<file path="config.mk">
export PLATFORM = sky130hd
export DESIGN_NAME = net_access_controller
export DESIGN_NICKNAME = d
export VERILOG_FILES = /design/src/rtl/net_access_controller.sv
export SDC_FILE = /design/constraint.sdc
export NUM_CORES = 1
export LEC_CHECK = 0
export ABC_AREA = 1
export CORE_MARGIN = 1.5
export CORE_UTILIZATION = 44
export DETAILED_ROUTE_END_ITERATION = 16
export DONT_BUFFER_PORTS = 1
export PLACE_DENSITY = 0.57
export REMOVE_ABC_BUFFERS = 1
export SYNTH_ARGS = -nofsm -noshare
export SYNTH_HDL_FRONTEND = slang
export SYNTH_SLANG_ARGS = --single-unit
</file>
<file path="constraint.sdc">
create_clock -name CLK -period 6.8 [get_ports CLK]
set_input_delay 0 -clock CLK [delete_from_list [all_inputs] [get_ports CLK]]
set_output_delay 0 -clock CLK [all_outputs]
set_load 0.01 [all_outputs]
</file>
<file path="src/rtl/net_access_controller.sv">
// ---------------------------------------------------------------------------
// net_access_controller
//   Sequences SWNET / LWNET accesses from the MEM stage onto a NoC router
//   port. Outgoing words are queued in a TX FIFO and incoming words in an
//   RX FIFO. BUSYWAIT stalls the pipeline when an access cannot complete
//   in the current cycle.
//
//   Optional feature (macro NET_TIMEOUT_EN): an LWNET that waits
//   TIMEOUT_CYCLES cycles on an empty RX FIFO returns all-ones data with
//   RX_LAST_SRC all-ones. Without the macro an LWNET waits indefinitely.
//
// Ports:
//   CLK, RESET               clock (rising edge), synchronous active-low reset
//   NI_WRITE, NI_READ        SWNET / LWNET in MEM stage
//   ADDR, WRITE_DATA         destination node (low bits) and SWNET payload
//   READ_DATA, BUSYWAIT      LWNET result and pipeline stall request
//   TX_VALID/READY/DEST/DATA router-bound head of the TX FIFO
//   RX_VALID/READY/SRC/DATA  router-delivered words into the RX FIFO
//   RX_LAST_SRC              source node of the last word returned by LWNET
// ---------------------------------------------------------------------------
module net_access_controller #(
    parameter int DATA_WIDTH     = 32,
    parameter int NODE_WIDTH     = 8,
    parameter int TX_DEPTH       = 4,
    parameter int RX_DEPTH       = 4,
    parameter int TIMEOUT_CYCLES = 1024
) (
    input  logic                  CLK,
    input  logic                  RESET,
    input  logic                  NI_WRITE,
    input  logic                  NI_READ,
    input  logic [31:0]           ADDR,
    input  logic [DATA_WIDTH-1:0] WRITE_DATA,
    output logic [DATA_WIDTH-1:0] READ_DATA,
    output logic                  BUSYWAIT,
    output logic                  TX_VALID,
    input  logic                  TX_READY,
    output logic [NODE_WIDTH-1:0] TX_DEST,
    output logic [DATA_WIDTH-1:0] TX_DATA,
    input  logic                  RX_VALID,
    output logic                  RX_READY,
    input  logic [NODE_WIDTH-1:0] RX_SRC,
    input  logic [DATA_WIDTH-1:0] RX_DATA,
    output logic [NODE_WIDTH-1:0] RX_LAST_SRC
);
    localparam int TXA = $clog2(TX_DEPTH);
    localparam int RXA = $clog2(RX_DEPTH);
    localparam int EW  = NODE_WIDTH + DATA_WIDTH;

    typedef enum logic [0:0] {R_IDLE, R_WAIT} rstate_t;

    logic [EW-1:0]         tx_mem_q [TX_DEPTH];
    logic [EW-1:0]         rx_mem_q [RX_DEPTH];
    logic [TXA-1:0]        tx_wr_q, tx_rd_q;
    logic [RXA-1:0]        rx_wr_q, rx_rd_q;
    logic [TXA:0]          tx_cnt_q, tx_cnt_d;
    logic [RXA:0]          rx_cnt_q, rx_cnt_d;
    rstate_t               state_q;
    logic [NODE_WIDTH-1:0] last_src_q;

    logic tx_full, tx_empty, rx_full, rx_empty;
    logic tx_push, tx_pop, rx_push, rx_pop;
    logic rd_req, rx_serve, tx_stall, rx_stall, timeout;

    // Only the node-id bits of ADDR are meaningful here.
    logic unused_addr;
    assign unused_addr = ^ADDR[31:NODE_WIDTH];

`ifdef NET_TIMEOUT_EN
    localparam int WCW = $clog2(TIMEOUT_CYCLES) + 1;
    logic [WCW-1:0] wait_cnt_q;
    assign timeout = (state_q == R_WAIT) && rd_req && rx_empty &&
                     (wait_cnt_q == WCW'(TIMEOUT_CYCLES - 1));
`else
    logic unused_timeout_cfg;
    assign unused_timeout_cfg = (TIMEOUT_CYCLES > 0);
    assign timeout = 1'b0;
`endif

    assign tx_full  = (tx_cnt_q == (TXA+1)'(TX_DEPTH));
    assign tx_empty = (tx_cnt_q == '0);
    assign rx_full  = (rx_cnt_q == (RXA+1)'(RX_DEPTH));
    assign rx_empty = (rx_cnt_q == '0);

    // Full is judged before any same-edge pop, so a push into a full FIFO
    // always waits a cycle.
    assign tx_push  = RESET && NI_WRITE && !tx_full;
    assign tx_stall = RESET && NI_WRITE && tx_full;
    assign TX_VALID = RESET && !tx_empty;
    assign tx_pop   = TX_VALID && TX_READY;
    assign {TX_DEST, TX_DATA} = tx_mem_q[tx_rd_q];

    assign RX_READY = RESET && !rx_full;
    assign rx_push  = RX_VALID && RX_READY;

    // A simultaneous write wins; the read is dropped.
    assign rd_req   = RESET && NI_READ && !NI_WRITE;
    // Serving is identical in R_IDLE and R_WAIT: any word at the head
    // completes the LWNET this cycle.
    assign rx_serve = rd_req && !rx_empty;
    assign rx_pop   = rx_serve;
    assign rx_stall = rd_req && rx_empty && !timeout;

    assign BUSYWAIT    = tx_stall || rx_stall;
    assign READ_DATA   = rx_serve ? rx_mem_q[rx_rd_q][DATA_WIDTH-1:0] :
                         timeout  ? '1 : '0;
    assign RX_LAST_SRC = last_src_q;

    always_comb begin
        tx_cnt_d = tx_cnt_q + (TXA+1)'(tx_push) - (TXA+1)'(tx_pop);
        rx_cnt_d = rx_cnt_q + (RXA+1)'(rx_push) - (RXA+1)'(rx_pop);
    end

    // Storage needs no reset: entries are only read when counted valid.
    always_ff @(posedge CLK) begin
        if (tx_push) tx_mem_q[tx_wr_q] <= {ADDR[NODE_WIDTH-1:0], WRITE_DATA};
        if (rx_push) rx_mem_q[rx_wr_q] <= {RX_SRC, RX_DATA};
    end

    always_ff @(posedge CLK) begin
        if (!RESET) begin
            tx_wr_q    <= '0;
            tx_rd_q    <= '0;
            tx_cnt_q   <= '0;
            rx_wr_q    <= '0;
            rx_rd_q    <= '0;
            rx_cnt_q   <= '0;
            state_q    <= R_IDLE;
            last_src_q <= '0;
`ifdef NET_TIMEOUT_EN
            wait_cnt_q <= '0;
`endif
        end else begin
            // Pointers wrap naturally since depths are powers of two.
            if (tx_push) tx_wr_q <= tx_wr_q + 1'b1;
            if (tx_pop)  tx_rd_q <= tx_rd_q + 1'b1;
            if (rx_push) rx_wr_q <= rx_wr_q + 1'b1;
            if (rx_pop)  rx_rd_q <= rx_rd_q + 1'b1;
            tx_cnt_q <= tx_cnt_d;
            rx_cnt_q <= rx_cnt_d;

            case (state_q)
                R_IDLE:  if (rd_req && rx_empty) state_q <= R_WAIT;
                R_WAIT:  if (!rd_req || !rx_empty || timeout) state_q <= R_IDLE;
                default: state_q <= R_IDLE;
            endcase

            if (rx_serve)     last_src_q <= rx_mem_q[rx_rd_q][EW-1:DATA_WIDTH];
            else if (timeout) last_src_q <= '1;

`ifdef NET_TIMEOUT_EN
            if (state_q == R_WAIT && rx_stall) wait_cnt_q <= wait_cnt_q + 1'b1;
            else                               wait_cnt_q <= '0;
`endif
        end
    end
endmodule

</file>
==> results.json <==
{
  "ir_worst_vdd_mv": 0.232,
  "min_path_type": "in -> reg",
  "period_needed_ps": 2940,
  "die_y_um": 177,
  "cts_tree": "done",
  "powerDensity_nw_per_um2": 315,
  "synth.cell_area_um2": 13400,
  "crit_path_frequent_cell": "nand2_1",
  "seq_area_frac_synth_pct": 75.7,
  "postCtsSetupBuffers": 0,
  "layout_commonest_cell": "edfxtp_1",
  "fillers": 2531,
  "grt_pass1_wl_um": 41800,
  "outcome": "finished, final reports clean",
  "totalWireLength_um": 27300,
  "die_w_um": 177,
  "port_buffers": 0,
  "firstDrtPassIters": 5,
  "fin_nets": 1244,
  "critPathKind": "in -> reg",
  "post_dp_cell_area_um2": 13700,
  "htree_levels": 2,
  "cp_cell_sequence": "dlygate4sd3_1, nand2_1, nor2_4, nand2_4, inv_4, ha_1, inv_1, ha_1, inv_1, fa_1, xor2_1, nand2_1, nand2_1, nor2_1",
  "detail_route.iter0.violations": 525,
  "start_util_pct": 44.9,
  "worst_slew_pin_slew_ps": 911,
  "leakage_nw": 5.45,
  "post-route-period-util_pct": 43.3,
  "synth.ff_latch_count": 346,
  "place.gp.congestion": 0.697,
  "synth_cell_types": 25,
  "final-hold-violation-count": 0,
  "die-area_um2": 31500,
  "multi_input_comb_area_um2": 2820,
  "drive_gt1_share_pct": 7.42,
  "synth_area_leader_cell": "edfxtp_1",
  "routed_via_density": 5.12,
  "overflow": 0,
  "cpPeakStageDelay_ps": 1130,
  "slowest_stage": "dlygate4sd3_1",
  "track_usage_pct": 17.2,
  "drc": 0,
  "cts-root-buf": "clkbuf_16",
  "synthCells": 1039,
  "max_freq_mhz": 340,
  "layout_common_cells": "edfxtp_1 (320), nor2_1 (226), o21ai_0 (139), nand2_1 (85), dlygate4sd3_1 (85)",
  "io_pins": 193,
  "core-area_um2": 29800,
  "relSlewSlack_pct": 39.1,
  "avgRoutedWirePerCell_um": 17.8,
  "required_ps": 7200,
  "hpwl_um": 14300,
  "skew_ps": 12.9,
  "via_count": 7865,
  "antennaDiodeCount": 0,
  "cts_made_buffers": 37,
  "num_rows": 63,
  "rsz0062_at_grt": "no",
  "setup_violations": 0,
  "cp_data_arrival_time_ps": 3340,
  "slew_viol_final": 0,
  "synthTopCellsByArea": "edfxtp_1 (72%), nor2_1 (6.6%), o21ai_0 (5.2%)",
  "insertion_delay_ps": 500,
  "cp_top_family": "buffers and inverters",
  "ys_warn_count": 0,
  "cp-end-kind": "flip-flop",
  "antenna_found_initial": 0,
  "fin_area_um2": 15700,
  "clockBufferDepth": 3,
  "post_cts_resized": 0,
  "synth_top_area_share_pct": 71.8,
  "ant_nets": 0,
  "drv_cap": 0,
  "ff_latch_area_um2": 10100,
  "clk_pin_slew_ps": 60,
  "cp_max_fo": 42,
  "start_kind": "primary input",
  "fin_hold_ws_ps": 84.1,
  "clock_sinks": 346,
  "grt_max_degree": 82,
  "grt_pass1_vias": 7634,
  "syn_area_per_cell_um2": 12.9,
  "fin_setup_tns_ps": 0,
  "syn_to_final_growth_pct": 17.3,
  "crit_buf_inv": 4
}
-- final timing paths --
path                            cells after the start          end  slack, ps        start
worst max-delay path                               14  rx_cnt_q[2]       3860        RESET
worst min-delay path                                3   rx_wr_q[1]         80     RX_VALID
worst max register to register                     13  rx_cnt_q[2]       4090  rx_cnt_q[1]
worst min register to register                      2    flip-flop        470   tx_rd_q[0]
-- synth_stat cells --
master    number
a31oi_1        1
inv_1         38
o21ai_1       18
edfxtp_1     320
buf_2         15
nand2_1       85
nor2_1       234
nand3_1       20
a21oi_1       38
inv_2          2
buf_4          4
nand4_1        1
nor2_2         1
inv_4          1
buf_6          9
fa_1           2
clkbuf_1      26
o22ai_1       40
xor2_1         1
nor2_4         1
clkbuf_2       4
ha_1          12
nand2_4        1
o21ai_0      139
dfxtp_1       26
-- sequential cells by signal, indices dropped and copies added, names as in the netlist, named ones only --
signal       cells
tx_wr_q          2
rx_cnt_q         3
rx_wr_q          2
tx_rd_q          2
tx_cnt_q         3
rx_mem_q       160
tx_mem_q       160
rx_rd_q          2
RX_LAST_SRC      8
-- through the flow --
step / total power (W) / util (%) / cells / worst slack [ps]
after CTS: 0.00500 / 52.7 / 1535 / 3850
final: 0.00494 / 52.7 / 1535 / 3860
after global routing: 0.00515 / 52.7 / 1535 / 3670
after floorplan: 0.00291 / - / 981 / 3800
after global placement: 0.00307 / 46.0 / 1386 / 4110
after detailed placement: 0.00308 / 46.0 / 1386 / 4080
-- worst register-to-register path, delay by kind of cell (launching register included) --
kind                     cells  cell delay, ps
buffers and inverters        3             250
XOR/XNOR                     1             180
adder cells (fa/ha/maj)      3             800
AND/OR/NAND/NOR              6            1010
flip-flops                   1             360
-- final cells by class --
type                    count  area share, %
flip-flops and latches    346           64.6
well taps                 390           3.11
multi-input cells         594           18.0
repair buffers            100           6.14
clock inverters            16          0.710
inverters                  41          0.997
clock buffers              48           6.49
-- per-layer routing --
layer	global-route usage (%)	part of all wire [%]	up-vias
met4	4.31	1.4	0
li1	-	-	3855
met5	0	0	-
met1	20.9	42	3778
met3	5.29	7.5	32
met2	29.8	49	200
-- logic make-up after synthesis --
| logic type | after synthesis | share of synthesized area, % |
|---|---|---|
| AOI/OAI and AO/OA | 236 | 9.22 |
| xor gates and xnor gates | 1 | 0.0655 |
| adders and majority gates | 14 | 1.42 |
| buffers and inverters | 99 | 3.59 |
| DFF | 346 | 75.7 |
| and+or+nand+nor | 343 | 9.96 |
-- what timing repair did --
action                                 4_1_cts  5_1_grt
setup endpoints to repair                    0        0
hold buffers                                85        0
endpoints found under the hold margin      346        0
-- power by group --
part	total [W]	switching [W]	internal [W]
Combinational	0.000591	0.000425	0.000167
Sequential	0.00250	0.0000441	0.00245
Clock	0.00186	0.000762	0.00109
Total	0.00494	0.00123	0.00371
Power figures use the tool's default switching activity.
